===== src/rtl/calc2_req_port.sv =====
// calc2_req_port: request issuer for one calc2 input port.
// Buffers caller requests in a small FIFO and gives each one the lowest free
// 2-bit tag. Each request goes out over the two-cycle calc2 port protocol:
// a CMD beat carries cmd/op1/tag, then a DATA2 beat carries op2.
// calc2 responses are matched back to the caller id through the tag table.
// Requests with an illegal command never reach calc2. They are answered
// locally with response code 2.
module calc2_req_port #(
    parameter int DEPTH = 4,
    parameter int ID_W  = 8
) (
    input  logic            c_clk,
    input  logic            reset,
    input  logic            in_valid,
    output logic            in_ready,
    input  logic [3:0]      in_cmd,
    input  logic [31:0]     in_op1,
    input  logic [31:0]     in_op2,
    input  logic [ID_W-1:0] in_id,
    output logic [3:0]      req_cmd_out,
    output logic [31:0]     req_data_out,
    output logic [1:0]      req_tag_out,
    input  logic [1:0]      port_resp_in,
    input  logic [31:0]     port_data_in,
    input  logic [1:0]      port_tag_in,
    output logic            rsp_valid,
    output logic [1:0]      rsp_resp,
    output logic [31:0]     rsp_data,
    output logic [ID_W-1:0] rsp_id,
    output logic [2:0]      outstanding,
    output logic            err_tag
);
    localparam int AW   = $clog2(DEPTH);
    localparam int EW   = 4 + 32 + 32 + ID_W;
    localparam int NTAG = 4;

    typedef enum logic [1:0] {
        IDLE  = 2'd0,
        CMD   = 2'd1,
        DATA2 = 2'd2
    } state_t;

    // ---------------- input FIFO ----------------
    logic [EW-1:0]   fifo_mem [DEPTH];
    logic [AW:0]     wr_ptr_reg;
    logic [AW:0]     rd_ptr_reg;
    logic            fifo_empty;
    logic            fifo_full;
    logic            push;
    logic            pop;
    logic [3:0]      head_cmd;
    logic [31:0]     head_op1;
    logic [31:0]     head_op2;
    logic [ID_W-1:0] head_id;
    logic            head_legal;

    assign fifo_empty = (wr_ptr_reg == rd_ptr_reg);
    assign fifo_full  = (wr_ptr_reg[AW] != rd_ptr_reg[AW]) &&
                        (wr_ptr_reg[AW-1:0] == rd_ptr_reg[AW-1:0]);
    assign in_ready   = !fifo_full;
    assign push       = in_valid && in_ready;
    assign {head_cmd, head_op1, head_op2, head_id} = fifo_mem[rd_ptr_reg[AW-1:0]];
    assign head_legal = (head_cmd == 4'd1) || (head_cmd == 4'd2) ||
                        (head_cmd == 4'd5) || (head_cmd == 4'd6);

    // FIFO storage write; contents need no reset because the pointers gate them
    always_ff @(posedge c_clk) begin
        if (push) begin
            fifo_mem[wr_ptr_reg[AW-1:0]] <= {in_cmd, in_op1, in_op2, in_id};
        end
    end

    // FIFO pointers advance independently on push and pop
    always_ff @(posedge c_clk or negedge reset) begin
        if (!reset) begin
            wr_ptr_reg <= '0;
            rd_ptr_reg <= '0;
        end else begin
            if (push) wr_ptr_reg <= wr_ptr_reg + 1'b1;
            if (pop)  rd_ptr_reg <= rd_ptr_reg + 1'b1;
        end
    end

    // ---------------- tag table ----------------
    logic [NTAG-1:0] busy_reg;
    logic [NTAG-1:0] busy_next;
    logic [ID_W-1:0] tag_id_reg [NTAG];
    logic            tag_free;
    logic [1:0]      alloc_tag;
    logic            alloc_en;
    logic            port_valid;
    logic            port_hit;
    logic            port_miss;

    assign port_valid = (port_resp_in != 2'd0);
    assign port_hit   = port_valid && busy_reg[port_tag_in];
    assign port_miss  = port_valid && !busy_reg[port_tag_in];

    // Lowest free tag, taken from the registered table so a tag freed this
    // cycle only becomes allocatable on the next one
    always_comb begin
        tag_free  = 1'b0;
        alloc_tag = 2'd0;
        for (int i = NTAG - 1; i >= 0; i--) begin
            if (!busy_reg[i]) begin
                tag_free  = 1'b1;
                alloc_tag = 2'(i);
            end
        end
    end

    // Per-tag busy update: allocation sets the bit and a matched response clears it
    genvar gi;
    generate
        for (gi = 0; gi < NTAG; gi++) begin : g_tag
            assign busy_next[gi] = (alloc_en && alloc_tag == 2'(gi)) ? 1'b1 :
                                   (port_hit && port_tag_in == 2'(gi)) ? 1'b0 :
                                   busy_reg[gi];
        end
    endgenerate

    // Tag table register: busy bits and the caller id owning each tag
    always_ff @(posedge c_clk or negedge reset) begin
        if (!reset) begin
            busy_reg <= '0;
            for (int i = 0; i < NTAG; i++) tag_id_reg[i] <= '0;
        end else begin
            busy_reg <= busy_next;
            if (alloc_en) tag_id_reg[alloc_tag] <= head_id;
        end
    end

    // Count of tags in flight, derived from the registered table
    always_comb begin
        outstanding = 3'd0;
        for (int i = 0; i < NTAG; i++) outstanding = outstanding + 3'(busy_reg[i]);
    end

    // ---------------- issue FSM ----------------
    state_t          state_reg, state_next;
    logic [3:0]      cur_cmd_reg;
    logic [31:0]     cur_op1_reg;
    logic [31:0]     cur_op2_reg;
    logic [1:0]      cur_tag_reg;
    logic [3:0]      req_cmd_reg, req_cmd_next;
    logic [31:0]     req_data_reg, req_data_next;
    logic [1:0]      req_tag_reg, req_tag_next;
    logic            local_pend_reg;
    logic [ID_W-1:0] local_id_reg;
    logic            can_issue;
    logic            can_drop;
    logic            illegal_pop;

    // A pending local response blocks every pop until it has been emitted
    assign can_issue = !fifo_empty && head_legal && tag_free && !local_pend_reg;
    assign can_drop  = !fifo_empty && !head_legal && !local_pend_reg;

    // Next state, pop/allocate decisions and next port-beat values
    always_comb begin
        state_next    = state_reg;
        pop           = 1'b0;
        alloc_en      = 1'b0;
        illegal_pop   = 1'b0;
        req_cmd_next  = 4'd0;
        req_data_next = 32'd0;
        req_tag_next  = 2'd0;
        case (state_reg)
            IDLE: begin
                if (can_issue) begin
                    pop        = 1'b1;
                    alloc_en   = 1'b1;
                    state_next = CMD;
                end else if (can_drop) begin
                    pop         = 1'b1;
                    illegal_pop = 1'b1;
                end
            end
            CMD: begin
                req_cmd_next  = cur_cmd_reg;
                req_data_next = cur_op1_reg;
                req_tag_next  = cur_tag_reg;
                state_next    = DATA2;
            end
            DATA2: begin
                req_data_next = cur_op2_reg;
                if (can_issue) begin
                    pop        = 1'b1;
                    alloc_en   = 1'b1;
                    state_next = CMD;
                end else begin
                    state_next = IDLE;
                end
            end
            default: state_next = IDLE;
        endcase
    end

    // State, latched request being issued and registered port outputs
    always_ff @(posedge c_clk or negedge reset) begin
        if (!reset) begin
            state_reg    <= IDLE;
            cur_cmd_reg  <= 4'd0;
            cur_op1_reg  <= 32'd0;
            cur_op2_reg  <= 32'd0;
            cur_tag_reg  <= 2'd0;
            req_cmd_reg  <= 4'd0;
            req_data_reg <= 32'd0;
            req_tag_reg  <= 2'd0;
        end else begin
            state_reg    <= state_next;
            req_cmd_reg  <= req_cmd_next;
            req_data_reg <= req_data_next;
            req_tag_reg  <= req_tag_next;
            if (alloc_en) begin
                cur_cmd_reg <= head_cmd;
                cur_op1_reg <= head_op1;
                cur_op2_reg <= head_op2;
                cur_tag_reg <= alloc_tag;
            end
        end
    end

    assign req_cmd_out  = req_cmd_reg;
    assign req_data_out = req_data_reg;
    assign req_tag_out  = req_tag_reg;

    // ---------------- response path ----------------
    // calc2 responses take priority; a colliding local response is parked for a cycle
    always_ff @(posedge c_clk or negedge reset) begin
        if (!reset) begin
            rsp_valid      <= 1'b0;
            rsp_resp       <= 2'd0;
            rsp_data       <= 32'd0;
            rsp_id         <= '0;
            local_pend_reg <= 1'b0;
            local_id_reg   <= '0;
        end else begin
            rsp_valid <= 1'b0;
            if (port_hit) begin
                rsp_valid <= 1'b1;
                rsp_resp  <= port_resp_in;
                rsp_data  <= port_data_in;
                rsp_id    <= tag_id_reg[port_tag_in];
                if (illegal_pop) begin
                    local_pend_reg <= 1'b1;
                    local_id_reg   <= head_id;
                end
            end else if (local_pend_reg) begin
                rsp_valid      <= 1'b1;
                rsp_resp       <= 2'd2;
                rsp_data       <= 32'd0;
                rsp_id         <= local_id_reg;
                local_pend_reg <= 1'b0;
            end else if (illegal_pop) begin
                rsp_valid <= 1'b1;
                rsp_resp  <= 2'd2;
                rsp_data  <= 32'd0;
                rsp_id    <= head_id;
            end
        end
    end

    // Sticky flag for responses that name a tag not currently in flight
    always_ff @(posedge c_clk or negedge reset) begin
        if (!reset) begin
            err_tag <= 1'b0;
        end else if (port_miss) begin
            err_tag <= 1'b1;
        end
    end

endmodule


===== config.mk =====
export PLATFORM = sky130hd
export DESIGN_NAME = calc2_req_port
export DESIGN_NICKNAME = d
export VERILOG_FILES = /design/src/rtl/calc2_req_port.sv
export SDC_FILE = /design/constraint.sdc
export NUM_CORES = 1
export LEC_CHECK = 0
export CAP_MARGIN = 20
export CELL_PAD_IN_SITES_DETAIL_PLACEMENT = 1
export CELL_PAD_IN_SITES_GLOBAL_PLACEMENT = 1
export CORE_MARGIN = 4
export CORE_UTILIZATION = 52
export CTS_CLUSTER_DIAMETER = 200
export DETAILED_ROUTE_END_ITERATION = 8
export GPL_TIMING_DRIVEN = 0
export PLACE_DENSITY_LB_ADDON = 0.1
export SYNTH_ARGS = -nofsm -noshare
export SYNTH_HDL_FRONTEND = slang
export SYNTH_SLANG_ARGS = --single-unit
export TNS_END_PERCENT = 100

===== constraint.sdc =====
create_clock -name c_clk -period 6.1 [get_ports c_clk]
set_input_delay 0.61 -clock c_clk [delete_from_list [all_inputs] [get_ports c_clk]]
set_output_delay 0.61 -clock c_clk [all_outputs]
set_load 0.05 [all_outputs]

# --- Word level (Yosys, flattened, before mapping) ---
# Memory sizes are Yosys's and may differ from the RTL's.
# Index checks and enable logic that the tools add are counted.
word_totals:
  elab_cells: 144
  output_inout_bits: 86
  ff_bits: 205
  ram_bits: 304
  romBits: 0
  inputBits: 115
  latchBits: 0
  memories: 1
mem_list:
  columns: ["name", "words", "width", "read_ports", "rd_ports_with_merged_regs", "wr", "line_no", "source"]
  rows:
  - ["fifo_mem", 4, 76, 1, 0, 1, "44", "logic [EW-1:0] fifo_mem [DEPTH];"]
op_classes:
  n_lt_le_gt_ge: 4
  bitwise: 2
  reduce_logical: 37
  mul: 0
  n_shift: 0
  muxes: 53
  div: 0
  n_eq_ne: 17
  n_addsub: 5
op_table:
  columns: ["op", "n"]
  rows:
  - ["$mux 32", 3]
  - ["$pmux 32 s2", 1]
  - ["$mux 8", 6]
  - ["$bwmux 32", 1]
  - ["$mux 1", 27]
  - ["$logic_and 1x1->1", 18]
  - ["$mux 2", 9]
  - ["$bmux 8 s2", 1]
  - ["$demux 8 s2", 1]
  - ["$eq 2x2->1 const B", 5]
  - ["$reduce_bool 2->1", 5]
  - ["$eq 4x3->1 const B", 2]
  - ["$add 3x1->3 const B", 2]
  - ["$eq 2x1->1 const B", 3]
  - ["$ge 3x3->1 const B", 2]
  - ["$logic_not 2->1", 3]
  - ["$not 2->3", 2]
  - ["$pmux 2 s3", 1]
  - ["$logic_not 1->1", 5]
  - ["$eq 4x1->1 const B", 1]
  - ["$eq 4x2->1 const B", 1]
  - ["$mux 4", 1]
  - ["$add 2x1->3", 1]
  - ["$add 3x1->3", 1]
  - ["14 further kinds", 16]

# --- Longest topological paths before layout ---
# Gate-level depths: netlist of run 1.
# An unclocked memory read counts as a cell.
depth:
  ltp_word: 14
  mapped_depth: 10
  mapped_depth_nobuf: 7

# --- Least setup slack after synthesis of run 1 ---
# No wires, ideal clock.
synth_path:
  path_kind: "register to register"
  startpoint: "register rd_ptr_reg[0]"
  endpoint: "memory fifo_mem[3][0] in the netlist's numbering (enable)"
  required_ps: 5656
  n_path_buf: 1
  period_less_slack_ps: 3575
  path_stages_with_launch: 5
  t_arrival_ps: 3131
  setup_ps: 444
  path_slack_ps: 2525
  cell_sequence: "dfrtp_1 > buf_4 > xnor2_1 > nand3b_1 > and3_1"
synth_between:
  elab_chain_len: 6
synth_rtl:
  columns: ["item", "line_no", "source"]
  rows:
  - ["start: declaration", "46", "logic [AW:0] rd_ptr_reg;"]
  - ["start signal: assignment", "80", "if (pop) rd_ptr_reg <= rd_ptr_reg + 1'b1;"]
  - ["$eq 2x2->1", "59", "(wr_ptr_reg[AW-1:0] == rd_ptr_reg[AW-1:0]);"]
  - ["$logic_and 1x1->1", "58", "assign fifo_full = (wr_ptr_reg[AW] != rd_ptr_reg[AW]) &&"]
  - ["$logic_not 1->1", "60", "assign in_ready = !fifo_full;"]
  - ["named net in_ready", "15", "output logic in_ready,"]
  - ["$logic_and 1x1->1", "61", "assign push = in_valid && in_ready;"]
  - ["$mux 1", "68", "if (push) begin"]
  - ["$mux 1 (implied by the code)", "69", "fifo_mem[wr_ptr_reg[AW-1:0]] <= {in_cmd, in_op1, in_op2, in_id};"]
  - ["end: declaration", "44", null]
# The timed path passes the listed nets, and every way through them passes these cells.

# --- Worst setup path after layout of run 1 ---
layout_path:
  startpoint: "register busy_reg[0]"
  endpoint: "output port outstanding[1]"
layout_between:
  elab_chain_len: 3
layout_rtl:
  columns: ["item", "line_no", "source"]
  rows:
  - ["start: declaration", "85", "logic [NTAG-1:0] busy_reg;"]
  - ["start signal: assignment", "128", "busy_reg <= busy_next;"]
  - ["$add 1x1->2", "136", "for (int i = 0; i < NTAG; i++) outstanding = outstanding + 3'(busy_reg[i]);"]
  - ["$add 2x1->3", "136", null]
  - ["$add 3x1->3", "136", null]
  - ["end: declaration", "30", "output logic [2:0] outstanding,"]
# Every way passes these cells.

==> flow_summary.toml, run 1 <==
[route]
dr.first_iter.drc_count = 630
routedWlPerCell_um = 25.18
num_vias = 10516
viasPerCell = 5.712
drc = 0
antenna_left = 0
drt-total-wl_um = 46360
firstDrtPassIters = 5

[setup_path]
worstSetupEndpointType = "primary output"
worst-path-max-fanout = 6
critPathRequiredTime_ns = 5.49
cp_cell_sequence = "inv_1 > fa_1 > inv_1 > ha_1 > ha_1 > clkdlybuf4s50_1"
path_buf_inv = 3
rrSetupSlack_ns = 2.97
r2r-start = "rd_ptr_reg[0]"
crit_family = "adder cells"
arrival_ns = 3.01
cp_slowest_cell = "clkdlybuf4s50_1"
r2r_end = "cur_op1_reg[14]"
reg2reg_depth = 5
path_class = "register to primary output"
startpoint_type = "register"
cpPeakStageDelay_ns = 0.80

[sta]
final.setup.worst_slack_ns = 2.476
finalSetupViolCount = 0
fmax_mhz = 276.0
timing.final.crit_period_ns = 3.624
finalCritPeriodShare_pct = 59.41
hold_viol_final = 0
tightest_slew_ns = 1.015
rsz0062_at_grt = "no"
final-max-slew-violation-count = 0
slew_headroom_pct = 32.31
skew_ns = 0.01259
fin_tns_setup_ns = 0

[global_routing]
antenna_found_initial = 3
grt_pass1_vias = 11767
grt.overflow.total = 0
grt_pass1_wl_um = 72420
track_usage_pct = 23.30
grt_max_degree = 112

[synth]
yosys_register_bits = 509
seq_area_frac_synth_pct = 73.27
ys_warn_count = 0
syn_area_sq_um = 19460
synth_cell_types = 44
synthArstFlopShare_pct = 40.28
synthTopCellsByArea = "edfxtp_1 47%, dfrtp_1 26%, mux4_2 9.8%"
post_synth.cell_area_avg_sq_um = 18.12
syn_inst = 1074
ys.flop_type = "edfxtp_1"
syn_nets = 1202
yosys.area.top_type = "edfxtp_1"
synth_edf_count = 304
netlist.area_leader.share_pct = 46.91

[final_layout]
final_cell_mix = "304 x edfxtp_1, 205 x dfrtp_1, 199 x clkdlybuf4s50_1"
nets = 1461
n_antenna_cell = 0
layout-drive-gt1-share_pct = 21.27
mostFrequentLayoutCell = "edfxtp_1"
area_growth_pct = 22.83
largest_reg_flops = 304

[power_and_ir_drop]
peakVddDrop_uv = 252.5
p_per_area_nw_per_um2 = 565.8
swShare_pct = 35.27
power_frac_seq_pct = 38.9
p_leak_uw = 0.008884
p_sw_uw = 4770
p_comb_share_pct = 38.2
p_int_uw = 8755
pwr-share-clk_pct = 22.9
total_power_uw = 13530

[floorplan]
die_w_um = 201.5
num_rows = 70
chipHeight_um = 201.5
io-pin-count = 201
design.die.area_sq_um = 40580
core_area_sq_um = 36790
start_util_pct = 52.90

[flow_run]
max_cap_violations = 0

[clocking]
clk_pin_slew_ns = 0.06
cts_tree = "built"
cts_buffers = 50
worstSkewPairLatency_ns = 0.58
cts_root_buf = "clkbuf_16"
clock_sinks = 509
cts_resized = 0
holdBufCountCts = 0
post_cts_buffers = 0
cts_max_level = 2
clk_path_buf_depth = 3

[placed_design]
numPortBuffers = 200
place_ws_ns = 2.715
gp_congestion = 0.7816
dpl.hpwl_um = 29780

[outcome]
outcome = "finished, final reports clean"

[worst_hold_path]
hold_path_class = "primary input to async pin"
==> worst max path at each step <==
| stage | start | endpoint | cells after the start |
|---|---|---|---|
| after floorplan | rd_ptr_reg[0] | fifo_mem[3][0] | 4 |
| after global placement | reset | cur_op1_reg[3] | 1 |
| after detailed placement | port_tag_in[1] | local_id_reg[3] | 6 |
| after CTS | busy_reg[0] | outstanding[1] | 6 |
| after global routing | busy_reg[0] | outstanding[1] | 6 |
| final | busy_reg[0] | outstanding[1] | 6 |
==> metal layers <==
| layer | vias up | track usage, % | wire length (um) |
|---|---|---|---|
| met5 | - | 0 | 51 |
| met4 | 6 | 5.298 | 911 |
| met3 | 68 | 4.496 | 2383 |
| met2 | 323 | 39.50 | 23610 |
| met1 | 5515 | 31.91 | 19410 |
| li1 | 4604 | - | - |
==> final cells by class <==
class                   instances  area [sq um]
repair buffers                207          2175
inverters                      15         56.30
flip-flops and latches        509         14260
plain buffers                  58         242.7
clock inverters                18         200.2
multi-input cells             492          4923
fillers                      3166         12880
clock buffers                  74          1463
well taps                     468         585.6
==> power by group through the flow <==
stage	sequential, uW	combinational, uW	clock (uW)
3_3_place_gp	5320	4970	0
3_5_place_dp	5310	5180	0
6_report	5270	5160	3100
4_1_cts	5270	5230	3160
5_1_grt	5360	5550	3330
2_1_floorplan	5870	2810	0
==> cells in the mapped netlist, drive strengths merged (2+ instances only) <==
master  count
mux2      107
or3         2
xor2        4
edfxtp    304
xnor2       5
o21ai      59
nor2        4
nor3        3
and3       13
nor2b      33
clkbuf     41
o21bai      2
mux4       85
buf        17
nand3       2
dfrtp     205
ha         12
inv        14
and2        8
nand2     104
a22oi      33
==> per-stage QoR <==
step                      area, sq um  util (%)  cells  hold WS (ns)
after floorplan                 19460         -   1074        0.3144
after global placement          22050     59.94   1742        0.4520
after detailed placement        22210     60.38   1747        0.4620
after CTS                       23870     64.90   1839       0.06587
after global routing            23900     64.98   1841       0.09184
final                           23900     64.98   1841       0.03188
==> kinds of logic (layout without fill, tap and decap cells) <==
kind of cell             count (synthesis)  after routing  synth area share (%)
adder cells (fa/ha/maj)                 13             13                0.8744
flip-flops                             509            509                 73.27
AO/OA/AOI/OAI                          104            104                 3.318
buffers and inverters                   73            372                 1.537
multiplexers                           193            193                 16.39
AND/OR/NAND/NOR                        173            173                 4.211
XOR/XNOR                                 9              9                0.4050
No activity file was read; power rests on OpenSTA's default activity.
==> run 2: changes to the inputs <==
--- a/config.mk
+++ b/config.mk
@@ -9,7 +9,7 @@
 export CELL_PAD_IN_SITES_DETAIL_PLACEMENT = 1
 export CELL_PAD_IN_SITES_GLOBAL_PLACEMENT = 1
 export CORE_MARGIN = 4
-export CORE_UTILIZATION = 52
+export CORE_UTILIZATION = 44
 export CTS_CLUSTER_DIAMETER = 200
 export DETAILED_ROUTE_END_ITERATION = 8
 export GPL_TIMING_DRIVEN = 0
==> constraint.sdc (replaced) <==
create_clock -name c_clk -period 3.2 [get_ports c_clk]
set_input_delay 0.32 -clock c_clk [delete_from_list [all_inputs] [get_ports c_clk]]
set_output_delay 0.32 -clock c_clk [all_outputs]
set_load 0.05 [all_outputs]
==> flow_summary.toml, run 2 (same netlist as run 1, synthesis figures left out) <==
[outcome]
outcome = "finished, final reports clean"

[global_routing]
grt_pass1_wl_um = 71040
met2_usage_pct = 32.95
grt.overflow.total = 0
grt-busiest-layer = "met2"
grt_pass1_vias = 11545
grt_max_degree = 107
grtUsageMet1_pct = 26.89
antenna_found_initial = 2
grt_util_met3_pct = 3.448
track_usage_pct = 19.58

[setup_path]
r2r_end = "cur_op2_reg[4]"
worstSetupEndpointType = "primary output"
startpoint_type = "register"
crit_end = "outstanding[1]"
critPathLaunch = "busy_reg[0]"
r2r-start = "rd_ptr_reg[0]"
worst-path-max-fanout = 6
reg2reg_depth = 8
critPathRequiredTime_ns = 2.88
arrival_ns = 2.76
path_class = "register to primary output"
rrSetupSlack_ns = 0.16

[route]
drt-total-wl_um = 45500
num_vias = 10360
routedWlPerCell_um = 23.11
drc = 0
dr.first_iter.drc_count = 741
antenna_left = 0
firstDrtPassIters = 5
viasPerCell = 5.262

[placed_design]
place_ws_ns = -0.05579
dpl.hpwl_um = 29030
numPortBuffers = 200
gp_congestion = 0.7242

[sta]
slew_headroom_pct = 36.71
whs_ns = 0.2804
skew_ns = 0.02682
finalSetupViolCount = 0
fmax_mhz = 324.3
timing.final.crit_period_ns = 3.084
hold_viol_final = 0
finalCritPeriodShare_pct = 96.37
tightest_slew_ns = 0.9430
rsz0062_at_grt = "yes"
fin_tns_setup_ns = 0
final.setup.worst_slack_ns = 0.1162
final-max-slew-violation-count = 0

[floorplan]
die_w_um = 218.3
chipHeight_um = 218.3
core_area_sq_um = 43360
start_util_pct = 44.88
num_rows = 76
design.die.area_sq_um = 47660
io-pin-count = 201

[final_layout]
nets = 1465
area_growth_pct = 24.79
fin_util_pct = 56.01
mostFrequentLayoutCell = "edfxtp_1"
fillers = 4015
final_cell_mix = "304 x edfxtp_1, 205 x dfrtp_1, 196 x clkdlybuf4s50_1"
largest_reg_flops = 304
layout-drive-gt1-share_pct = 22.07

[clocking]
clk_pin_slew_ns = 0.06
cts_tree = "built"
clock_sinks = 509
cts_root_buf = "clkbuf_16"
clk_path_buf_depth = 3
cts_max_level = 2
cts_buffers = 54
worstSkewPairLatency_ns = 0.61

[power_and_ir_drop]
p_leak_uw = 0.009027
peakVddDrop_uv = 566.0
p_per_area_nw_per_um2 = 1081
total_power_uw = 26240

[flow_run]
max_cap_violations = 0

[worst_hold_path]
hold_path_class = "primary input to register"
run 2: area by class of cell:
| class | count | area, sq um | area share, % |
|---|---|---|---|
| well taps | 585 | 732.0 | 3.014 |
| plain buffers | 58 | 255.2 | 1.051 |
| repair buffers | 207 | 2170 | 8.934 |
| flip-flops and latches | 509 | 14260 | 58.71 |
| inverters | 15 | 56.30 | 0.2318 |
| clock inverters | 26 | 390.4 | 1.607 |
| clock buffers | 75 | 1490 | 6.136 |
| multi-input cells | 492 | 4928 | 20.29 |
| diodes | 2 | 5.005 | 0.02061 |
run 2: timing repair:
item / CTS / global route
hold endpoints to repair: 99 / 0
endpoints found under the setup margin: 13 / 31
setup buffers: 0 / 0
hold buffers: 1 / 0
pin swaps: 0 / 1
resized for setup: 4 / 13
gates cloned: 0 / 0
run 2: stage by stage:
stage,instance area (sq um),cells
global route,24280,1967
global placement,22200,1859
finish,24290,1969
detailed placement,22360,1864
CTS,24250,1966
floorplan,19470,1074
run 2: how the worst min path moves through the flow:
stage	slack (ns)	from	endpoint	depth (start not counted)
after floorplan	0.02	reset	busy_reg[0]	0
after global placement	0.45	cur_cmd_reg[1]	cur_cmd_reg[1]	2
after detailed placement	0.42	reset	rsp_data[15]	1
after CTS	0.25	port_data_in[14]	rsp_data[14]	3
after global routing	0.28	port_data_in[24]	rsp_data[24]	3
final	0.28	port_data_in[14]	rsp_data[14]	3
run 2: layer usage:
metal	vias to the layer above	wire length [um]
met1	5435	19780
met5	-	13
met4	2	808
li1	4634	-
met3	63	2150
met2	226	22750
run 2: power by group:
group          internal [uW]  switching, uW
Combinational           4030           5710
Sequential              9130            802
Clock                   3990           2570
run 2: critical path: stages, from the launching register on:
cell and delay, ns:
dfrtp_1 0.45, inv_1 0.15, fa_1 0.54, inv_1 0.04
ha_1 0.17, ha_1 0.28, dlygate4sd2_1 0.54
==> run 3: changes to the inputs <==
--- a/config.mk
+++ b/config.mk
@@ -5,7 +5,7 @@
 export SDC_FILE = /design/constraint.sdc
 export NUM_CORES = 1
 export LEC_CHECK = 0
-export CAP_MARGIN = 20
+export CAP_MARGIN = 5
 export CELL_PAD_IN_SITES_DETAIL_PLACEMENT = 1
 export CELL_PAD_IN_SITES_GLOBAL_PLACEMENT = 1
 export CORE_MARGIN = 4
==> flow_summary.toml, run 3 (same netlist as run 1, synthesis figures left out) <==
[setup_path]
cp_cell_sequence = "inv_1 > fa_1 > inv_1 > ha_1 > ha_1 > dlygate4sd2_1"
startpoint_type = "register"
critPathRequiredTime_ns = 2.88
crit_family = "adder cells"
cpPeakStageDelay_ns = 0.55
worstSetupEndpointType = "primary output"
worst-path-max-fanout = 6
path_class = "register to primary output"
path_buf_inv = 3
cp_slowest_cell = "fa_1"
arrival_ns = 2.77

[power_and_ir_drop]
peakVddDrop_uv = 642.3
p_leak_uw = 0.008945
p_per_area_nw_per_um2 = 1068

[final_layout]
area_growth_pct = 24.17
nets = 1463
stdcell_count = 1966
regArea_sq_um = 14260
final_cell_mix = "304 x edfxtp_1, 205 x dfrtp_1, 196 x clkdlybuf4s50_1"
largest_reg_flops = 304
fin_util_pct = 55.73
multi_input_area_sq_um = 4928
mostFrequentLayoutCell = "edfxtp_1"
fillers = 3995
layout-drive-gt1-share_pct = 21.39

[global_routing]
grt-busiest-layer = "met2"
grt_pass1_wl_um = 70170
grtUsageMet1_pct = 26.54
met2_usage_pct = 32.48
antenna_found_initial = 3
grt.overflow.total = 0
grt_util_met3_pct = 4.018
grt_max_degree = 107
grt_pass1_vias = 11467
track_usage_pct = 19.31

[sta]
whs_ns = 0.3014
rsz0062_at_grt = "yes"
final.setup.worst_slack_ns = 0.1067
timing.final.crit_period_ns = 3.093
fmax_mhz = 323.3
final-max-slew-violation-count = 0
skew_ns = 0.03326
hold_viol_final = 0
finalSetupViolCount = 0
tightest_slew_ns = 0.9261
slew_headroom_pct = 37.69
finalCritPeriodShare_pct = 96.67

[flow_run]
max_cap_violations = 0

[floorplan]
start_util_pct = 44.88
core_area_sq_um = 43360
num_rows = 76
die_w_um = 218.3
chipHeight_um = 218.3
io-pin-count = 201
design.die.area_sq_um = 47660

[route]
antenna_left = 0
drc = 0
dr.first_iter.drc_count = 671
num_vias = 10346
drt-total-wl_um = 45120
routedWlPerCell_um = 22.95
viasPerCell = 5.262
firstDrtPassIters = 5

[placed_design]
place_ws_ns = 0.007553
numPortBuffers = 200
gp_congestion = 0.7242
dpl.hpwl_um = 29010
dp_cells = 1864

[clocking]
cts_max_level = 2
cts_tree = "built"
cts_root_buf = "clkbuf_16"
worstSkewPairLatency_ns = 0.60
clock_sinks = 509
cts_buffers = 53
post_cts_buffers = 0
clk_pin_slew_ns = 0.06
clk_path_buf_depth = 3

[worst_hold_path]
hold_path_class = "primary input to register"

[outcome]
outcome = "finished, final reports clean"
[run 3: changes by cell type in the layout (fill, tap and decap cells not counted), moves of 2 or more]
cell / change
clkinv_1: +2
inv_6: -3
bufinv_16: -4
clkinv_2: -3
clkbuf_1: +5
clkbuf_8: +3
[run 3: path summary, 6_finish.rpt]
path / start / end / slack, ns / cells after the start
max: busy_reg[0] / outstanding[1] / 0.11 / 6
min: port_data_in[14] / rsp_data[14] / 0.30 / 3
max reg2reg: rd_ptr_reg[0] / cur_cmd_reg[2] / 0.17 / 8
min reg2reg: cur_cmd_reg[1] / cur_cmd_reg[1] / 0.47 / 2
max in group asynchronous: reset / rd_ptr_reg[1] / 1.74 / 3
min in group asynchronous: reset / rsp_data[13] / 0.38 / 2
[run 3: metrics by stage]
step | total power [uW] | TNS (ns) | cell area (sq um)
floorplan | 16500 | 0 | 19470
detailed placement | 19960 | 0 | 22360
finish | 25800 | 0 | 24160
CTS | 26240 | 0 | 24140
global placement | 19670 | -1549.32 | 22200
global route | 27350 | -0.5235 | 24160
[run 3: worst register-to-register path: cells and delay by family (launching register included)]
family / cells / cell delay (ns)
XOR/XNOR: 1 / 0.29
AND/OR/NAND/NOR: 1 / 0.16
flip-flops: 1 / 0.34
buffers and inverters: 4 / 1.17
multiplexers: 2 / 0.96
[run 3: final cells by class]
class / instances / share of cell area, %
multi-input combinational: 492 / 20.40
clock buffer: 81 / 6.296
sequential: 509 / 59.01
tap: 585 / 3.029
inverter: 15 / 0.2330
timing repair buffer: 206 / 8.901
clock inverter: 18 / 1.067
buffer: 58 / 1.051
antenna: 2 / 0.02071
[run 3: what timing repair did]
action,4_1_cts,5_1_grt
setup endpoints to repair,4,46
endpoints found under the hold margin,99,0
gates resized for setup,4,11
pin swaps,0,1
hold buffers,1,0
[run 3: metal layers]
| layer | wire (um) | part of all wire [%] | vias to the layer above |
|---|---|---|---|
| met5 | 20 | 0.044 | - |
| met4 | 704 | 1.6 | 2 |
| met1 | 19470 | 43 | 5440 |
| li1 | - | - | 4618 |
| met3 | 2284 | 5.1 | 55 |
| met2 | 22640 | 50 | 231 |
[run 3: power breakdown]
part           leakage, uW  total [uW]  internal [uW]  switching [uW]
Clock             0.000862        6180           3690            2490
Sequential         0.00537        9940           9130             804
Combinational      0.00272        9690           4010            5670
